## src/rtl/router_pkg.sv

```systemverilog
// router_pkg
//   Shared definitions for the router datapath stages (register stage, FSM
//   and FIFO). Holds the default storage geometry, the position of the
//   payload-length field inside a header byte, and the helper that turns a
//   header byte into the number of bytes still to come in that packet.
package router_pkg;

  // Default FIFO geometry.
  localparam int FIFO_DEPTH = 16;
  localparam int DATA_WIDTH = 8;

  // Payload length field inside a header byte.
  localparam int LEN_MSB = 7;
  localparam int LEN_LSB = 2;
  localparam int LEN_W   = LEN_MSB - LEN_LSB + 1;

  // Packet counter is one bit wider than the length field so that
  // "length + parity byte" never overflows.
  localparam int CNT_W = LEN_W + 1;

  // Number of bytes that follow a header: payload length plus the parity byte.
  function automatic logic [CNT_W-1:0] hdr_len(input logic [LEN_W-1:0] len);
    return {1'b0, len} + CNT_W'(1);
  endfunction

endpackage

```

## src/rtl/router_fifo_if.sv

```systemverilog
// router_fifo_if
//   Handshake/data bundle between the router register stage (master side)
//   and a destination FIFO (slave side).
//   master drives : soft_reset, write_enb, lfd_state, data_in, read_enb
//   slave drives  : data_out, full, empty, rd_last
import router_pkg::*;

interface router_fifo_if #(
  parameter int WIDTH = DATA_WIDTH
);
  logic             soft_reset;
  logic             write_enb;
  logic             lfd_state;
  logic [WIDTH-1:0] data_in;
  logic             read_enb;
  logic [WIDTH-1:0] data_out;
  logic             full;
  logic             empty;
  logic             rd_last;

  modport master (
    output soft_reset, write_enb, lfd_state, data_in, read_enb,
    input  data_out, full, empty, rd_last
  );

  modport slave (
    input  soft_reset, write_enb, lfd_state, data_in, read_enb,
    output data_out, full, empty, rd_last
  );
endinterface

```

## src/rtl/router_fifo.sv

```systemverilog
// router_fifo
//   Per-destination packet FIFO of the router. Each entry stores a byte plus
//   a header flag captured from lfd_state. Reads present the byte on data_out
//   one cycle after read_enb; a packet counter loaded from the header length
//   field produces rd_last alongside the packet's final (parity) byte.
//
// Ports
//   clock    : single rising-edge clock
//   reset    : asynchronous active-high reset
//   bus      : router_fifo_if.slave
//              soft_reset (sync flush), write_enb, lfd_state, data_in,
//              read_enb, data_out (registered), full, empty, rd_last
import router_pkg::*;

module router_fifo #(
  parameter int DEPTH = FIFO_DEPTH,
  parameter int WIDTH = DATA_WIDTH
) (
  input  logic          clock,
  input  logic          reset,
  router_fifo_if.slave  bus
);

  localparam int AW    = $clog2(DEPTH);
  localparam int PTR_W = AW + 1;

  // Storage: {hdr_flag, byte}. Not reset; only written entries are ever read.
  logic [WIDTH:0] mem_q [DEPTH];

  logic [PTR_W-1:0] wr_ptr_q, wr_ptr_d;
  logic [PTR_W-1:0] rd_ptr_q, rd_ptr_d;
  logic [CNT_W-1:0] pkt_cnt_q, pkt_cnt_d;
  logic [WIDTH-1:0] data_out_q, data_out_d;
  logic             rd_last_q, rd_last_d;

  logic             full_s;
  logic             empty_s;
  logic             do_wr_s;
  logic             do_rd_s;
  logic [WIDTH:0]   rd_entry_s;

  // Same low bits with differing wrap bit means the writer is a lap ahead.
  assign full_s  = (wr_ptr_q[AW] != rd_ptr_q[AW]) &&
                   (wr_ptr_q[AW-1:0] == rd_ptr_q[AW-1:0]);
  assign empty_s = (wr_ptr_q == rd_ptr_q);

  // A flush cycle swallows any concurrent request.
  assign do_wr_s = bus.write_enb && !full_s  && !bus.soft_reset;
  assign do_rd_s = bus.read_enb  && !empty_s && !bus.soft_reset;

  assign rd_entry_s = mem_q[rd_ptr_q[AW-1:0]];

  // Next-state logic for pointers, packet counter and read outputs.
  always_comb begin
    wr_ptr_d   = wr_ptr_q;
    rd_ptr_d   = rd_ptr_q;
    pkt_cnt_d  = pkt_cnt_q;
    data_out_d = data_out_q;
    rd_last_d  = 1'b0;

    if (bus.soft_reset) begin
      wr_ptr_d   = '0;
      rd_ptr_d   = '0;
      pkt_cnt_d  = '0;
      data_out_d = '0;
      rd_last_d  = 1'b0;
    end else begin
      if (do_wr_s) begin
        wr_ptr_d = wr_ptr_q + PTR_W'(1);
      end else begin
        wr_ptr_d = wr_ptr_q;
      end

      if (do_rd_s) begin
        rd_ptr_d   = rd_ptr_q + PTR_W'(1);
        data_out_d = rd_entry_s[WIDTH-1:0];
        if (rd_entry_s[WIDTH]) begin
          // Header: arm the counter with payload length plus parity byte.
          pkt_cnt_d = hdr_len(rd_entry_s[LEN_MSB:LEN_LSB]);
        end else if (pkt_cnt_q != CNT_W'(0)) begin
          pkt_cnt_d = pkt_cnt_q - CNT_W'(1);
          rd_last_d = (pkt_cnt_q == CNT_W'(1));
        end else begin
          // Stray byte outside a packet: pass it through, no rd_last.
          pkt_cnt_d = pkt_cnt_q;
        end
      end else begin
        rd_ptr_d = rd_ptr_q;
      end
    end
  end

  // State registers with asynchronous reset.
  always_ff @(posedge clock or posedge reset) begin
    if (reset) begin
      wr_ptr_q   <= '0;
      rd_ptr_q   <= '0;
      pkt_cnt_q  <= '0;
      data_out_q <= '0;
      rd_last_q  <= 1'b0;
    end else begin
      wr_ptr_q   <= wr_ptr_d;
      rd_ptr_q   <= rd_ptr_d;
      pkt_cnt_q  <= pkt_cnt_d;
      data_out_q <= data_out_d;
      rd_last_q  <= rd_last_d;
    end
  end

  // Storage array write port.
  always_ff @(posedge clock) begin
    if (do_wr_s) begin
      mem_q[wr_ptr_q[AW-1:0]] <= {bus.lfd_state, bus.data_in};
    end
  end

  assign bus.data_out = data_out_q;
  assign bus.rd_last  = rd_last_q;
  assign bus.full     = full_s;
  assign bus.empty    = empty_s;

endmodule

```

## src/flat_wrapper.sv

```systemverilog
// flat-port wrapper written by rule: the top's interface ports become plain ports
module router_fifo_flat 
#(
  parameter int DEPTH = FIFO_DEPTH,
  parameter int WIDTH = DATA_WIDTH
)
  (clock, reset, bus_soft_reset, bus_write_enb, bus_lfd_state, bus_data_in, bus_read_enb, bus_data_out, bus_full, bus_empty, bus_rd_last);
  router_fifo_if #(.WIDTH(WIDTH)) bus_i ();
  input  logic clock;
  input  logic reset;
  input wire logic [$bits(bus_i.soft_reset)-1:0] bus_soft_reset;
  input wire logic [$bits(bus_i.write_enb)-1:0] bus_write_enb;
  input wire logic [$bits(bus_i.lfd_state)-1:0] bus_lfd_state;
  input wire logic [$bits(bus_i.data_in)-1:0] bus_data_in;
  input wire logic [$bits(bus_i.read_enb)-1:0] bus_read_enb;
  output wire logic [$bits(bus_i.data_out)-1:0] bus_data_out;
  output wire logic [$bits(bus_i.full)-1:0] bus_full;
  output wire logic [$bits(bus_i.empty)-1:0] bus_empty;
  output wire logic [$bits(bus_i.rd_last)-1:0] bus_rd_last;
  assign bus_i.soft_reset = bus_soft_reset;
  assign bus_i.write_enb = bus_write_enb;
  assign bus_i.lfd_state = bus_lfd_state;
  assign bus_i.data_in = bus_data_in;
  assign bus_i.read_enb = bus_read_enb;
  assign bus_data_out = bus_i.data_out;
  assign bus_full = bus_i.full;
  assign bus_empty = bus_i.empty;
  assign bus_rd_last = bus_i.rd_last;
  router_fifo #(.DEPTH(DEPTH), .WIDTH(WIDTH)) u_core (.clock(clock), .reset(reset), .bus(bus_i));
endmodule
```

## config.mk

```make
export PLATFORM = sky130hd
export DESIGN_NAME = router_fifo_flat
export DESIGN_NICKNAME = d
export VERILOG_FILES = /design/src/rtl/router_pkg.sv /design/src/rtl/router_fifo_if.sv /design/src/rtl/router_fifo.sv /design/src/flat_wrapper.sv
export SDC_FILE = /design/constraint.sdc
export NUM_CORES = 1
export LEC_CHECK = 0
export ABC_CLOCK_PERIOD_IN_PS = 2450
export CAP_MARGIN = 15
export CORE_MARGIN = 2
export CORE_UTILIZATION = 41
export DETAILED_ROUTE_END_ITERATION = 8
export PLACE_DENSITY = 0.71
export SLEW_MARGIN = 40
export SYNTH_ARGS = -nofsm -noshare
export SYNTH_HDL_FRONTEND = slang
export SYNTH_SLANG_ARGS = --single-unit
```

## constraint.sdc

```tcl
create_clock -name clock -period 2.45 [get_ports clock]
set_input_delay 0.3675 -clock clock [delete_from_list [all_inputs] [get_ports clock]]
set_output_delay 0.3675 -clock clock [all_outputs]
set_load 0.1 [all_outputs]
```

=== Word level (Yosys, flattened, before mapping) ===
Memory sizes are Yosys's and may differ from the RTL's.
Index checks and enable logic that the tools add are counted.
W data, S select, Z words.

* $add $sub $neg: 4
* Multiply operators: 0
* Divide/modulo/power cells: 0
* $lt $le $gt $ge: 0
* Equality and inequality tests: 4
* Shift-type cells: 0
* Mux-type cells: 16
* Bitwise gates (word level): 0
* Reductions and logical operators: 13

{| class="wikitable"
|+ Operator list
! operator !! number
|-
| $mux W7 || 4
|-
| $mux W5 || 4
|-
| $mux W8 || 2
|-
| $add A5 B1 Y5 const B || 2
|-
| $add A6 B1 Y7 const B || 1
|-
| $eq A7 B1 Y1 const B || 1
|-
| $reduce_bool A7 Y1 || 1
|-
| $sub A7 B1 Y7 const B || 1
|-
| $mux W1 || 6
|-
| $eq A5 B5 Y1 || 1
|-
| $logic_and A1 B1 Y1 || 5
|-
| $eq A4 B4 Y1 || 1
|-
| $reduce_bool A2 Y1 || 2
|-
| $logic_not A1 Y1 || 3
|-
| $reduce_bool A3 Y1 || 1
|-
| $reduce_and A2 Y1 || 1
|-
| $ne A1 B1 Y1 || 1
|}

* Flip-flop bits (word level): 26
* Latch bits: 0
* Memory bits (writable): 144
* Memory bits (read-only): 0
* Input bits: 14
* Memories: 1

{| class="wikitable"
|+ Memories
! memory !! depth !! bits a word !! read ports !! clocked after Yosys merged registers in !! wr ports !! RTL line !! text
|-
| u_core.mem_q || 16 || 9 || 1 || 0 || 1 || router_fifo.sv:28 || <nowiki>logic [WIDTH:0] mem_q [DEPTH];</nowiki>
|}

=== Depth between registers and ports, before layout ===
* Depth after elaboration: 7
* Gate-level depth with buffers: 9
* Mapped depth without buffers: 7

=== Worst setup path after synthesis ===
OpenSTA, ideal clock, no wires.

* Path type: register -> output
* Start point: register u_core.rd_ptr_q[0]
* End point: output port bus_empty
* Data arrival time: 2.375 ns
* Data required time: 2.082 ns
* Setup slack: -0.292 ns
* Stages on the path, launching flop included: 6
* Buffers on the path: 2
* Cell sequence: dfrtp_1 > buf_6 > buf_4 > xnor2_1 > nand4_1 > nor2_1

* Word-level cells in the longest chain between the ends: 1

{| class="wikitable"
|+ Ends and longest elaborated chain
! item !! RTL line !! text
|-
| start: declaration || router_fifo.sv:31 || <nowiki>logic [PTR_W-1:0] rd_ptr_q, rd_ptr_d;</nowiki>
|-
| start signal: assignment || router_fifo.sv:103 || <nowiki>rd_ptr_q <= rd_ptr_d;</nowiki>
|-
| $eq A5 B5 Y1 || router_fifo.sv:45 || <nowiki>assign empty_s = (wr_ptr_q == rd_ptr_q);</nowiki>
|-
| end: declaration || flat_wrapper.sv:18 || <nowiki>output wire logic [$bits(bus_i.empty)-1:0] bus_empty;</nowiki>
|}

No other way between the ends.

=== Worst setup path after layout ===
* Start point: register u_core.rd_ptr_q[0]
* End point: register u_core.pkt_cnt_q[5]

* Word-level cells in the longest chain between the ends: 6

{| class="wikitable"
|+ Ends and longest elaborated chain
! item !! RTL line !! text
|-
| branches (longest 6 deep; another with $mem_v2 Z16 W9) || - ||
|-
| end signal: assignment || router_fifo.sv:104 || <nowiki>pkt_cnt_q <= pkt_cnt_d;</nowiki>
|-
| end: declaration || router_fifo.sv:32 || <nowiki>logic [CNT_W-1:0] pkt_cnt_q, pkt_cnt_d;</nowiki>
|}

Parallel ways; which one is timed is not known. The select of a mux whose other input is x is not followed.
A chain may end at the register's enable or synchronous reset.

==> metrics.txt <==
# TYPE chip_impl_metric gauge
chip_impl_info{name="outcome",value="finished, final reports clean"} 1
chip_impl_metric{name="grt_pass1_wl",unit="µm"} 22100
chip_impl_info{name="synth_top_flop_cell",value="sky130_fd_sc_hd__edfxtp_1"} 1
chip_impl_metric{name="synth.distinct_cells",unit=""} 52
chip_impl_metric{name="syn-instance-count",unit=""} 413
chip_impl_metric{name="area.growth.synth_to_final",unit="%"} 18.7
chip_impl_metric{name="grt_antenna_before_repair",unit=""} 0
chip_impl_metric{name="i_o_pins",unit=""} 25
chip_impl_metric{name="postSynthNetCount",unit=""} 436
chip_impl_metric{name="clkTransAtPathRegs",unit="ps"} 70
chip_impl_metric{name="clk_path_buf_depth",unit=""} 2
chip_impl_info{name="timing_worst_setup_path_type",value="reg2reg"} 1
chip_impl_metric{name="clock_sink_count",unit=""} 170
chip_impl_metric{name="max-cap-violations",unit=""} 0
chip_impl_metric{name="drt_pre_antenna_iters",unit=""} 5
chip_impl_info{name="min_path_type",value="in2async"} 1
chip_impl_metric{name="final_min_period_over_clock_period",unit="%"} 97.4
chip_impl_metric{name="clock_insertion_delay_at_the_later_pin_of_the_skew_report",unit="ps"} 440
chip_impl_metric{name="syn-mean-instance-area",unit="µm²"} 17.5
chip_impl_metric{name="rows",unit=""} 48
chip_impl_metric{name="maximum_number_of_pins_on_one_net_before_global_route_repair",unit=""} 23
chip_impl_metric{name="design.core.area",unit="mm²"} 0.0172
chip_impl_metric{name="power_per_cell_area",unit="mW/mm²"} 858
chip_impl_metric{name="ir_drop",unit="µV"} 763
chip_impl_metric{name="sum_of_routed_wire_length_over_all_layers",unit="µm"} 14300
chip_impl_metric{name="yosysSeqAreaShare",unit="%"} 69.0
chip_impl_metric{name="number_of_enable_type_register_cells_in_the_synthesized_netlist",unit=""} 144
chip_impl_metric{name="r2r_setup_slack",unit="ps"} 60
chip_impl_info{name="endpoint_of_the_worst_slack_reg_to_reg_timing_path",value="u_core.pkt_cnt_q[5]"} 1
chip_impl_info{name="synthTopCellsByArea",value="sky130_fd_sc_hd__edfxtp_1 60%, sky130_fd_sc_hd__mux4_2 11%, sky130_fd_sc_hd__dfrtp_1 9.0%, sky130_fd_sc_hd__mux4_1 1.8%, sky130_fd_sc_hd__nor2_1 1.8%"} 1
chip_impl_metric{name="final_cell_area",unit="mm²"} 0.00855
chip_impl_metric{name="place_hpwl",unit="µm"} 9520
chip_impl_metric{name="timing.critical_path.required",unit="ps"} 2810
chip_impl_info{name="worst_setup_path_endpoint",value="u_core.pkt_cnt_q[5]"} 1
chip_impl_metric{name="cts_buffers",unit=""} 17
chip_impl_metric{name="crit_arrival",unit="ps"} 2750
chip_impl_metric{name="die_h",unit="µm"} 137
chip_impl_info{name="startpoint_of_the_most_critical_register_to_register_path",value="u_core.rd_ptr_q[0]"} 1
chip_impl_metric{name="grt_pass1_vias",unit=""} 3898
chip_impl_metric{name="worst_r2r_path_depth",unit=""} 5
chip_impl_metric{name="synth_largest_type_area_fraction",unit="%"} 60.0
chip_impl_metric{name="routed_via_density",unit=""} 5.47
chip_impl_info{name="critical_path.endpoint_type",value="flip-flop"} 1
chip_impl_metric{name="insertedDiodeCount",unit=""} 0
chip_impl_metric{name="final_number_of_hold_violating_endpoints",unit=""} 0
chip_impl_metric{name="die_w",unit="µm"} 137
chip_impl_metric{name="timing_worst_slew_pin_value",unit="ps"} 583
chip_impl_metric{name="finClkSkew",unit="ps"} 8.77
chip_impl_metric{name="critical_path_peak_fanout",unit=""} 14
chip_impl_metric{name="die_area",unit="mm²"} 0.0187
chip_impl_metric{name="wl_per_cell",unit="µm"} 19.8
chip_impl_metric{name="relative_slew_slack",unit="%"} 61.1
chip_impl_metric{name="synth-seq-cells",unit=""} 170
chip_impl_metric{name="total_number_of_yosys_warnings",unit=""} 0
chip_impl_metric{name="synthesis.area",unit="mm²"} 0.00721
chip_impl_metric{name="clock.fmax",unit="MHz"} 419
chip_impl_metric{name="cts_h_tree_depth",unit=""} 4
chip_impl_metric{name="io_buffers",unit=""} 24
chip_impl_info{name="synth_top_area_cell",value="sky130_fd_sc_hd__edfxtp_1"} 1
chip_impl_metric{name="antenna_violating_nets_post_route",unit=""} 0
chip_impl_metric{name="vias",unit=""} 3953
chip_impl_info{name="cp-start-kind",value="flip-flop"} 1
chip_impl_metric{name="grt.overflow.total",unit=""} 0
chip_impl_info{name="tritoncts_clock_tree",value="yes"} 1
chip_impl_metric{name="finalCriticalPeriod",unit="ps"} 2390
chip_impl_info{name="cts-root-buf",value="sky130_fd_sc_hd__clkbuf_16"} 1
chip_impl_metric{name="post_cts_hold_buffer_count",unit=""} 0
chip_impl_metric{name="postPlaceCellArea",unit="mm²"} 0.00791
chip_impl_metric{name="async_flop_share",unit="%"} 15.3
chip_impl_metric{name="post-route-drc-count",unit=""} 0
chip_impl_metric{name="tns",unit="ps"} 0
chip_impl_metric{name="drt_iter0_drc",unit=""} 401
chip_impl_info{name="crit_path_start",value="u_core.rd_ptr_q[0]"} 1
chip_impl_metric{name="p_leak",unit="µW"} 0.00294
chip_impl_metric{name="timing.final.setup_violations",unit=""} 0
chip_impl_metric{name="place.gp.congestion",unit=""} 0.838
chip_impl_metric{name="initial_core_util",unit="%"} 41.8
chip_impl_metric{name="fin_nets",unit=""} 508
chip_impl_info{name="grt_setup_unrepaired",value="false"} 1
chip_impl_metric{name="finalMaxSlewViolations",unit=""} 0
chip_impl_metric{name="drive_above_1_share",unit="%"} 29.1
chip_impl_metric{name="grt_util_all_layers",unit="%"} 16.6
where the power goes:
part	internal [µW]	total (µW)	switching (µW)	leakage, µW
sequential	3210	3280	63.5	0.00165
combinational	640	1500	859	0.00100
clock	1350	2560	1210	0.000282
total	5210	7340	2130	0.00294
flip-flops by register name, indices dropped and copies added, names as in the netlist:
name and cells:
u_core.bus.rd_last 1, u_core.mem_q 144, u_core.rd_ptr_q 5, u_core.pkt_cnt_q 7, u_core.bus.data_out 8, u_core.wr_ptr_q 5
critical path: stages (launching register included):
cell and delay, ps:
sky130_fd_sc_hd__dfrtp_2 420, sky130_fd_sc_hd__buf_12 180, sky130_fd_sc_hd__mux4_2 560, sky130_fd_sc_hd__mux4_2 560
sky130_fd_sc_hd__or4_4 490, sky130_fd_sc_hd__nand3_1 100
routing by layer:
layer | vias up | GRT usage, % | share of wire, %
li1 | 1769 | - | -
met1 | 2025 | 22.6 | 44
met2 | 140 | 25.9 | 49
met3 | 19 | 4.93 | 6.1
met4 | 0 | 4.57 | 1.3
met5 | - | 0 | 0
layout by cell type (no fill, tap or decap), types with 2 or more instances in the layout:
cell type / n
sky130_fd_sc_hd__o21ai_1: 2
sky130_fd_sc_hd__or3_1: 2
sky130_fd_sc_hd__clkbuf_16: 17
sky130_fd_sc_hd__nand2_1: 33
sky130_fd_sc_hd__xnor2_1: 7
sky130_fd_sc_hd__dfrtp_2: 2
sky130_fd_sc_hd__a22o_1: 3
sky130_fd_sc_hd__xor2_1: 11
sky130_fd_sc_hd__edfxtp_1: 144
sky130_fd_sc_hd__nand3_1: 12
sky130_fd_sc_hd__buf_12: 4
sky130_fd_sc_hd__nand3_4: 3
sky130_fd_sc_hd__or2_1: 2
sky130_fd_sc_hd__inv_1: 5
sky130_fd_sc_hd__nor2_2: 4
sky130_fd_sc_hd__dfrtp_1: 24
sky130_fd_sc_hd__clkdlybuf4s50_1: 13
sky130_fd_sc_hd__mux2i_1: 3
sky130_fd_sc_hd__nor3_1: 4
sky130_fd_sc_hd__a31oi_1: 3
sky130_fd_sc_hd__buf_6: 2
sky130_fd_sc_hd__clkinv_1: 2
sky130_fd_sc_hd__a22oi_2: 2
sky130_fd_sc_hd__mux4_1: 4
sky130_fd_sc_hd__o21a_1: 2
sky130_fd_sc_hd__inv_6: 7
sky130_fd_sc_hd__a21oi_1: 12
sky130_fd_sc_hd__nor2b_1: 4
sky130_fd_sc_hd__clkinv_4: 2
sky130_fd_sc_hd__mux4_2: 35
sky130_fd_sc_hd__ha_1: 8
sky130_fd_sc_hd__buf_4: 53
sky130_fd_sc_hd__o21ai_0: 2
sky130_fd_sc_hd__nand4_1: 7
sky130_fd_sc_hd__inv_8: 4
sky130_fd_sc_hd__nor2_1: 30
per-stage QoR:
stage	util [%]	hold slack, ps	total power (µW)	setup slack (ps)	instances
2_1_floorplan	-	408	4380	-292	413
3_3_place_gp	45.9	513	4760	-53.1	686
3_5_place_dp	45.9	521	4770	-45.4	686
4_1_cts	49.3	236	7340	10.5	718
5_1_grt	49.6	268	7620	0.569	723
6_report	49.6	236	7340	64.4	723
cell families after synthesis:
kind of cell | after synthesis | synth area share (%)
AOI/OAI and AO/OA | 37 | 3.56
adders and majority gates | 9 | 1.56
buffers and inverters | 26 | 2.81
muxes | 45 | 13.5
xor gates and xnor gates | 18 | 2.19
DFF | 170 | 69.0
and+or+nand+nor | 108 | 7.41
cells in the mapped netlist (2+ instances only):
cell,n
sky130_fd_sc_hd__or2_1,2
sky130_fd_sc_hd__edfxtp_1,144
sky130_fd_sc_hd__mux4_1,5
sky130_fd_sc_hd__mux2i_1,4
sky130_fd_sc_hd__o21ai_1,2
sky130_fd_sc_hd__nor2b_1,4
sky130_fd_sc_hd__a22o_1,3
sky130_fd_sc_hd__nor3_1,4
sky130_fd_sc_hd__buf_6,4
sky130_fd_sc_hd__a22oi_1,3
sky130_fd_sc_hd__or3_1,2
sky130_fd_sc_hd__nand3_1,12
sky130_fd_sc_hd__nand3_4,3
sky130_fd_sc_hd__a31oi_1,3
sky130_fd_sc_hd__ha_1,9
sky130_fd_sc_hd__dfrtp_1,26
sky130_fd_sc_hd__o21ai_0,2
sky130_fd_sc_hd__buf_2,5
sky130_fd_sc_hd__clkbuf_8,3
sky130_fd_sc_hd__xor2_1,11
sky130_fd_sc_hd__nand4_1,7
sky130_fd_sc_hd__o21a_1,2
sky130_fd_sc_hd__xnor2_1,7
sky130_fd_sc_hd__nand2_1,33
sky130_fd_sc_hd__nor2_1,34
sky130_fd_sc_hd__inv_1,5
sky130_fd_sc_hd__buf_4,2
sky130_fd_sc_hd__mux4_2,34
sky130_fd_sc_hd__clkbuf_1,4
sky130_fd_sc_hd__a21oi_1,12
cell type report:
| cell class | instances | area (µm²) |
|---|---|---|
| multi-input combinational | 217 | 2060 |
| clock buffer | 17 | 425 |
| fill | 1396 | 8680 |
| timing repair buffer | 73 | 646 |
| clock inverter | 15 | 144 |
| sequential | 170 | 4980 |
| tap | 225 | 282 |
| inverter | 6 | 22.5 |
timing repair:
item	4_1_cts	5_1_grt
setup endpoints to repair	4	7
cloned	0	0
pin swaps	0	1
gates resized for setup	4	7
buffers inserted	0	5
endpoints found under the hold margin	0	0
worst min-delay path by stage:
stage                            from                      to  slack [ps]  cells after the start
6_report                        reset      u_core.rd_ptr_q[2]         240                      2
5_1_grt                         reset      u_core.rd_ptr_q[2]         270                      2
4_1_cts                         reset      u_core.rd_ptr_q[2]         240                      2
3_5_place_dp   u_core.bus.data_out[5]  u_core.bus.data_out[5]         520                      2
3_3_place_gp   u_core.bus.data_out[6]  u_core.bus.data_out[6]         510                      2
2_1_floorplan                   reset  u_core.bus.data_out[0]         410                      1
(Power assumes the default switching activity.)
